`src/rtl/nn_result_serializer.sv`:
```
// nn_result_serializer: captures the NN outputs Y0/Y1 a fixed number of cycles
// after a start pulse, then streams them out as two words over valid/ready.
// Optional build macro: NN_RESULT_RELU_EN (clamp negative results to zero at capture).
//
// state  | meaning
// -------+--------------------------------------------------------------
// S_IDLE | no transaction; waiting for start
// S_WAIT | down-counting the NN pipeline latency; capture when cnt hits 0
// S_SEND | presenting word idx (0 = Y0, 1 = Y1) until the downstream accepts it
module nn_result_serializer #(
    parameter int DW      = 18,
    parameter int LATENCY = 4,
    parameter int CNT_W   = 8
) (
    input  logic          clk,
    input  logic          reset,
    input  logic          start,
    input  logic [DW-1:0] Y0,
    input  logic [DW-1:0] Y1,
    output logic          busy,
    output logic [DW-1:0] out_data,
    output logic          out_idx,
    output logic          out_last,
    output logic          out_valid,
    input  logic          out_ready,
    output logic          overrun,
    input  logic          overrun_clr
);

    typedef enum logic [1:0] {
        S_IDLE = 2'd0,
        S_WAIT = 2'd1,
        S_SEND = 2'd2
    } state_t;

    // The start edge itself counts as the first latency cycle, hence LATENCY-1.
    localparam logic [CNT_W-1:0] CNT_LOAD = CNT_W'(LATENCY - 1);

    state_t           state_q, state_d;
    logic [CNT_W-1:0] cnt_q, cnt_d;
    logic [DW-1:0]    cap1_q, cap1_d;
    logic [DW-1:0]    out_data_q, out_data_d;
    logic             out_idx_q, out_idx_d;
    logic             out_last_q, out_last_d;
    logic             out_valid_q, out_valid_d;
    logic             overrun_q, overrun_d;
    logic             overrun_set;
    logic             final_beat;

    function automatic logic [DW-1:0] capture_word(input logic [DW-1:0] y);
`ifdef NN_RESULT_RELU_EN
        return y[DW-1] ? '0 : y;
`else
        return y;
`endif
    endfunction

    // Next-state and output-register computation for the capture/send sequence.
    // Word 0 is captured straight into out_data_q, so only Y1 needs its own holding register.
    always_comb begin
        state_d     = state_q;
        cnt_d       = cnt_q;
        cap1_d      = cap1_q;
        out_data_d  = out_data_q;
        out_idx_d   = out_idx_q;
        out_last_d  = out_last_q;
        out_valid_d = out_valid_q;
        overrun_set = 1'b0;
        final_beat  = out_valid_q && out_ready && out_idx_q;

        case (state_q)
            S_IDLE: begin
                if (start) begin
                    state_d = S_WAIT;
                    cnt_d   = CNT_LOAD;
                end
            end
            S_WAIT: begin
                if (start) begin
                    overrun_set = 1'b1;
                end
                if (cnt_q != '0) begin
                    cnt_d = cnt_q - 1'b1;
                end else begin
                    out_data_d  = capture_word(Y0);
                    cap1_d      = capture_word(Y1);
                    out_idx_d   = 1'b0;
                    out_last_d  = 1'b0;
                    out_valid_d = 1'b1;
                    state_d     = S_SEND;
                end
            end
            S_SEND: begin
                if (start && !final_beat) begin
                    overrun_set = 1'b1;
                end
                if (out_ready) begin
                    if (!out_idx_q) begin
                        out_data_d = cap1_q;
                        out_idx_d  = 1'b1;
                        out_last_d = 1'b1;
                    end else begin
                        out_data_d  = '0;
                        out_idx_d   = 1'b0;
                        out_last_d  = 1'b0;
                        out_valid_d = 1'b0;
                        // A start on the final transfer chains straight into the next frame.
                        if (start) begin
                            state_d = S_WAIT;
                            cnt_d   = CNT_LOAD;
                        end else begin
                            state_d = S_IDLE;
                        end
                    end
                end
            end
            default: begin
                state_d = S_IDLE;
            end
        endcase

        // Set takes priority so a dropped start is never lost to a simultaneous clear.
        if (overrun_set) begin
            overrun_d = 1'b1;
        end else if (overrun_clr) begin
            overrun_d = 1'b0;
        end else begin
            overrun_d = overrun_q;
        end
    end

    // State and output registers with synchronous reset.
    always_ff @(posedge clk) begin
        if (reset) begin
            state_q     <= S_IDLE;
            cnt_q       <= '0;
            cap1_q      <= '0;
            out_data_q  <= '0;
            out_idx_q   <= 1'b0;
            out_last_q  <= 1'b0;
            out_valid_q <= 1'b0;
            overrun_q   <= 1'b0;
        end else begin
            state_q     <= state_d;
            cnt_q       <= cnt_d;
            cap1_q      <= cap1_d;
            out_data_q  <= out_data_d;
            out_idx_q   <= out_idx_d;
            out_last_q  <= out_last_d;
            out_valid_q <= out_valid_d;
            overrun_q   <= overrun_d;
        end
    end

    assign busy      = (state_q != S_IDLE);
    assign out_data  = out_data_q;
    assign out_idx   = out_idx_q;
    assign out_last  = out_last_q;
    assign out_valid = out_valid_q;
    assign overrun   = overrun_q;

endmodule
```
`config.mk`:
```
export PLATFORM = sky130hd
export DESIGN_NAME = nn_result_serializer
export DESIGN_NICKNAME = d
export VERILOG_FILES = /design/src/rtl/nn_result_serializer.sv
export SDC_FILE = /design/constraint.sdc
export NUM_CORES = 1
export LEC_CHECK = 0
export ABC_AREA = 0
export CORE_AREA = 5 5 92 72
export CTS_BUF_LIST = sky130_fd_sc_hd__clkbuf_8
export CTS_CLUSTER_SIZE = 20
export DETAILED_ROUTE_END_ITERATION = 8
export DIE_AREA = 0 0 97 77
export GPL_TIMING_DRIVEN = 1
export HOLD_SLACK_MARGIN = 0.06
export MAX_ROUTING_LAYER = met4
export PLACE_DENSITY_LB_ADDON = 0.12
export SYNTH_ARGS = -nofsm -noshare
export SYNTH_HDL_FRONTEND = slang
export SYNTH_SLANG_ARGS = --single-unit
```
`constraint.sdc`:
```
create_clock -name clk -period 2.55 [get_ports clk]
set_input_delay 0.255 -clock clk [delete_from_list [all_inputs] [get_ports clk]]
set_output_delay 0.255 -clock clk [all_outputs]
set_load 0.05 [all_outputs]
```
==> results of run 1 <==
-- worst min-delay path by stage --
stage / from / endpoint / slack [ns] / depth (start not counted)
3_5_place_dp: cap1_q[8]$_SDFFE_PP0P_ / cap1_q[8]$_SDFFE_PP0P_ / 0.44 / 2
4_1_cts: cap1_q[8]$_SDFFE_PP0P_ / cap1_q[8]$_SDFFE_PP0P_ / 0.46 / 2
3_3_place_gp: cap1_q[4]$_SDFFE_PP0P_ / cap1_q[4]$_SDFFE_PP0P_ / 0.44 / 2
6_report: cap1_q[8]$_SDFFE_PP0P_ / cap1_q[8]$_SDFFE_PP0P_ / 0.45 / 2
5_1_grt: cap1_q[12]$_SDFFE_PP0P_ / cap1_q[12]$_SDFFE_PP0P_ / 0.48 / 2
2_1_floorplan: Y1[0] / cap1_q[0]$_SDFFE_PP0P_ / 0.39 / 2
-- placed cells by master, fill, tap and decap left out, types with 3 or more instances in the layout --
cell	n
clkdlybuf4s50_1	63
inv_1	7
nor2b_1	19
a311oi_1	3
mux2i_1	19
nor2_1	7
ha_1	7
buf_4	9
a21oi_1	25
or4_1	19
nand2b_1	3
clkbuf_8	7
dfxtp_1	49
o21ai_0	23
a21o_1	3
nand3_1	4
nand2_1	57
a31oi_1	4
-- critical path: stages, from the launching register on --
cell	delay, ns
dfxtp_1	0.42
inv_1	0.09
ha_1	0.21
inv_1	0.08
clkdlybuf4s50_1	0.81
-- through the flow --
| step | cell area (um2) | util (%) | hold slack, ns | instances |
|---|---|---|---|---|
| 2_1_floorplan | 2440 | - | 0.391 | 293 |
| 3_3_place_gp | 3150 | 55.4 | 0.439 | 422 |
| 3_5_place_dp | 3150 | 55.4 | 0.444 | 422 |
| 4_1_cts | 3250 | 57.2 | 0.456 | 430 |
| 5_1_grt | 3250 | 57.2 | 0.480 | 430 |
| 6_report | 3250 | 57.2 | 0.453 | 430 |
-- final cells by class --
type / count / area (um2) / area share, %
clock inverter: 1 / 5.00 / 0.154
sequential: 49 / 981 / 30.2
inverter: 7 / 26.3 / 0.809
clock buffer: 7 / 96.3 / 2.97
timing repair buffer: 72 / 698 / 21.5
tap: 78 / 97.6 / 3.00
multi-input combinational: 216 / 1340 / 41.4
-- state kept, by name (all words and copies together), names as in the netlist --
signal,cells
cap1_q,18
out_data,18
cnt_q,8
state_q,2
out_last,1
out_valid,1
overrun,1
-- logic make-up after synthesis --
| family | count (synthesis) | share of synthesized area, % |
|---|---|---|
| and+or+nand+nor | 120 | 26.3 |
| AOI/OAI and AO/OA | 70 | 17.4 |
| DFF | 49 | 40.2 |
| buffers and inverters | 28 | 4.72 |
| muxes | 19 | 7.79 |
| adders and majority gates | 7 | 3.59 |
-- power by group --
group          total, mW  switching (mW)  internal (mW)  leakage, nW
clock              0.497           0.252          0.245       0.0542
sequential          1.13           0.160          0.972        0.399
combinational       1.90            1.17          0.722        0.732
-- routing by layer --
layer / wire (um) / GRT usage (%)
met5: 0 / -
met2: 2500 / 20.6
met3: 296 / 3.45
met4: 44 / 5.05
met1: 3470 / 26.8
==> summary.txt, run 1 <==
Pwr
  – Max VDD drop: 0.433 mV
  – P_leak: 1.19 nW
  – Power Density: 1090 nW/um2
  – Total power draw: 3.53 mW

Finish
  – Layout cells sized above 1: 7.39%
  – Nets: 399
  – Antenna Cells: 0
  – Syn-to-layout area delta: 33.1%
  – Filler cell count: 546

Worst setup path
  – CP endpoint: busy
  – Worst R2R Start: state_q[1]$_SDFFE_PP0P_
  – CP Launch Point: state_q[0]$_SDFFE_PP0P_
  – Crit Reg-Reg Endpoint: cnt_q[5]$_SDFFE_PP0P_
  – R2R setup slack: 0.55 ns
  – CP Capture Type: output port
  – WP data required: 2.30 ns
  – Crit path kind: reg -> out
  – CP Data Arrival Time: 1.91 ns
  – CP startpoint kind: flop
  – CP max FO: 5
  – Reg2Reg Depth: 6

STA
  – Final setup viols: 0
  – Slew @ Worst Pin: 0.631 ns
  – Post-route clock period utilization: 85.1%
  – Fin. Hold Viols: 0
  – Relative slew slack: 57.9%
  – Max Freq: 461 MHz
  – Max-slew violation count: 0
  – Final WS setup: 0.380 ns
  – RSZ-0062 raised after global routing: no
  – Final Skew: 0.00523 ns
  – Final min period: 2.17 ns
  – Setup_tns: 0 ns

Synth
  – Synth cell types: 42
  – Area contributors post-synth: dfxtp_1 40%, nand2_1 8.8%, mux2i_1 7.8%
  – Leading area contributor after synthesis: dfxtp_1
  – Async SR Flop Fraction: 0%
  – Seq/Total Area, Yosys: 40.2%
  – Syn Area/Cell: 8.33 um2
  – Synth top area share: 40.2%
  – Count leader, synth: nand2_1
  – Synth warn: 0
  – Seq cells post-synth: 49
  – Most frequent cells after synthesis: 57 x nand2_1, 49 x dfxtp_1, 25 x a21oi_1
  – EDFF count, synth: 0
  – Synthesized area: 2440 um2
  – Most used DFF post-synth: dfxtp_1
  – Post-Syn Nets: 341
  – Mapped Cells: 293

Clock network
  – Clk sinks: 49
  – Htree depth: 2
  – # hold bufs at CTS: 0
  – # Post-CTS Setup Buffers: 0
  – Root Driver: clkbuf_8
  – CTS resizes: 0
  – TritonCTS buffer count: 5
  – Latest clock arrival within the worst-skew pair: 0.30 ns
  – Worst-path clk slew: 0.08 ns
  – CTS Buffer Depth: 2
  – CTS tree: yes

Global route
  – Largest net degree at the start of global routing: 50
  – First-pass GRT wire length: 10.1 mm
  – GRT Overall Usage: 16.9%
  – GRT Residual Overflow: 0
  – Initial antenna violation count: 0
  – Vias in the first global route: 1955

Drt
  – Final WL: 6.32 mm
  – DRC Markers: 0
  – Final antenna-violating net count: 0
  – Routed via count: 2191
  – Wirelength per Cell: 14.7 um
  – Starting DRC count in detailed routing: 120
  – Drt pass-1 iters: 4
  – Routed vias/inst: 5.10

Worst hold path
  – Worst hold path type: reg -> reg

Floorplanning
  – Initial Utilization: 43.0%
  – Die height: 77 um
  – Std-Cell Rows: 24
  – Die area: 7470 um2
  – Top-Level Pins: 64
  – Die Wd: 97 um
  – Core area: 5680 um2

Run
  – Max cap viols: 0

Placed design
  – DPL Wire Length: 4.54 mm
  – Worst slack at placement: 0.530 ns
  – RD Place Congestion: 0.798
  – Port Buffers: 63

Run status
  – Status: completed
Note: power is estimated with default switching activity, not from simulation.
==> run 2: changes to the inputs <==
--- a/config.mk
+++ b/config.mk
@@ -6,6 +6,7 @@
 export NUM_CORES = 1
 export LEC_CHECK = 0
 export ABC_AREA = 0
+export CAP_MARGIN = 40
 export CORE_AREA = 5 5 92 72
 export CTS_BUF_LIST = sky130_fd_sc_hd__clkbuf_8
 export CTS_CLUSTER_SIZE = 20
==> results of run 2 <==
No change in the layout: final DEF, timing and power equal those of run 1.
==> patch (flow settings as in run 1) <==
Take the reset off `out_data_q` and load it in a clocked block of its own.
--- a/src/rtl/nn_result_serializer.sv
+++ b/src/rtl/nn_result_serializer.sv
@@ -136,5 +136,4 @@
             cnt_q       <= '0;
             cap1_q      <= '0;
-            out_data_q  <= '0;
             out_idx_q   <= 1'b0;
             out_last_q  <= 1'b0;
@@ -145,5 +144,4 @@
             cnt_q       <= cnt_d;
             cap1_q      <= cap1_d;
-            out_data_q  <= out_data_d;
             out_idx_q   <= out_idx_d;
             out_last_q  <= out_last_d;
@@ -151,4 +149,8 @@
             overrun_q   <= overrun_d;
         end
+    end
+
+    always_ff @(posedge clk) begin
+        out_data_q <= out_data_d;
     end
 
Function: differs if reset is asserted again (counterexample within 10 cycles, from zero or initial values and one cycle with reset high); with reset held inactive, the same outputs for 10 cycles.
==> patch against run 1 <==
Final area is 1.3% lower. Die area did not move. Synthesized area down 3.8%. Sequential cell count is the same. Core utilization shrank 0.75 points. Setup slack worse by 0.091 ns. Wire length fell by 9.7%. Total power decreased by 3.1%. Critical path type is now register to register. Largest cell class is now registers. Largest power group unchanged.
==> patch: results (changes against run 1) <==
status:
  outcome: "finished, final reports clean"  # unchanged
power_and_ir_drop:
  seqPwrFrac_pct: 34.8  # was 32.1%
  seq-power_mw: 1.19  # was 1.13 mW
  ir_drop_mv: 0.511  # was 0.433 mV
  pg_clk_uw: 564  # was 497 uW
  leakage_nw: 1.19  # about the same
  p_int_mw: 1.95  # was 1.94 mW
detailed_routing:
  highest_layer: "met4"  # unchanged
  drt_iter0_markers: 123  # was 120
  wl_met2_mm: 2.62  # was 2.50 mm
  wl_met1_mm: 2.73  # was 3.47 mm
  wl_met3_um: 321  # was 296 um
  drt-total-wl_mm: 5.70  # was 6.32 mm
  dr_total_vias: 2083  # was 2,191
yosys:
  yosys-top-cells-count: "nand2_1 (39), dfxtp_1 (31), inv_1 (30)"  # was nand2_1 (57), dfxtp_1 (49), a21oi_1 (25)
  synth_cell_type_count: 44  # was 42
  async_reset_ff_share_pct: 0  # unchanged
  synth_edf_count: 18  # was 0
  synthTopCellsByArea: "dfxtp_1 (26%), edfxtp_1 (23%), nand2_1 (6.2%), a21oi_1 (5.8%), nand3b_1 (5.8%)"  # was dfxtp_1 (40%), nand2_1 (8.8%), mux2i_1 (7.8%), or4_1 (5.8%), a21oi_1 (5.1%)
  seq_area_frac_synth_pct: 49.5  # was 40.2%
  synth_nets: 309  # was 341
sta:
  whs_ns: 0.459  # was 0.453 ns
  relSlewSlack_pct: 62.0  # was 57.9%
  fin_setup_tns_ns: 0  # unchanged
  fin_skew_ns: 0.00829  # was 0.00523 ns
  max_freq_mhz: 442  # was 461 MHz
placed_design:
  globalplace.congestion: 0.887  # was 0.798
  post-place-ws_ns: 0.321  # was 0.530 ns
  place_hpwl_mm: 4.10  # was 4.54 mm
  placed_cell_area_um2: 3090  # was 3150 um^2
finish:
  final.fill_count: 512  # was 546
  seq_cell_count: 49  # unchanged
  fin_nets: 375  # was 399
  multi_input_area_share_pct: 31.7  # was 41.4%
  nNonClkBuffers: 73  # was 72
  multi_input_cells: 168  # was 216
  nClkBuffers: 5  # was 7
  layout-drive-gt1-share_pct: 8.23  # was 7.39%
  num-nonclk-inverters: 30  # was 7
  sh_seq_area_pct: 36.2  # was 30.2%
  non_clock_buffer_area_share_pct: 22.0  # was 21.5%
  clock_area_share_pct: 3.51  # was 3.12%
grt:
  grt_max_degree: 45  # was 50
  grt-ovfl-total: 0  # unchanged
  grt_pass1_vias: 1959  # was 1,955
  grtUsageTotal_pct: 15.7  # was 16.9%
  grt_first_pass_wirelength_mm: 9.50  # was 10.1 mm
  grt_util_met1_pct: 21.4  # was 26.8%
  use_met3_pct: 3.26  # was 3.45%
  met2_usage_pct: 24.1  # was 20.6%
critical_path:
  crit_path_max_fanout: 12  # was 5
  reg2reg_to: "out_data[9]"  # was cnt_q[5]
  endpoint: "out_data[9]"  # was busy
  rr_worst_depth: 7  # was 6
  rrSetupSlack_ns: 0.29  # was 0.55 ns
  arrival_ns: 2.27  # was 1.91 ns
  critPathLaunch: "cnt_q[0]"  # was state_q[0]
min_path:
  hp-start: "cap1_q[12]"  # was cap1_q[8]
  hold_end: "cap1_q[12]"  # was cap1_q[8]
-- patch: cell types whose count changed after synthesis, sizes merged, moves of 3 or more --
cell,delta
clkbuf,-4
dfxtp,-18
buf,-3
inv,+23
mux2i,-19
or4,-19
nor3,+4
nor2b,-16
nand2,-18
edfxtp,+18
nand3b,+18
-- patch: metrics by stage --
stage / utilization [%] / cells
floorplan: - / 261
global placement: 54.5 / 398
detailed placement: 54.5 / 398
CTS: 56.5 / 406
global route: 56.5 / 406
finish: 56.5 / 406
-- patch: kinds of logic after synthesis --
| logic type | Yosys count | synth area share (%) |
|---|---|---|
| buf+inv | 44 | 7.41 |
| fa+ha+maj | 7 | 3.73 |
| compound gates | 74 | 19.0 |
| flops | 49 | 49.5 |
| simple gates | 87 | 20.4 |
-- patch: critical path, cell delays in order, from the launching register on --
cell and delay, ns:
dfxtp_1 0.36, inv_1 0.09, ha_1 0.16, or4b_4 0.50, o21ai_2 0.28, o21ai_0 0.20
a21oi_2 0.17, buf_4 0.22
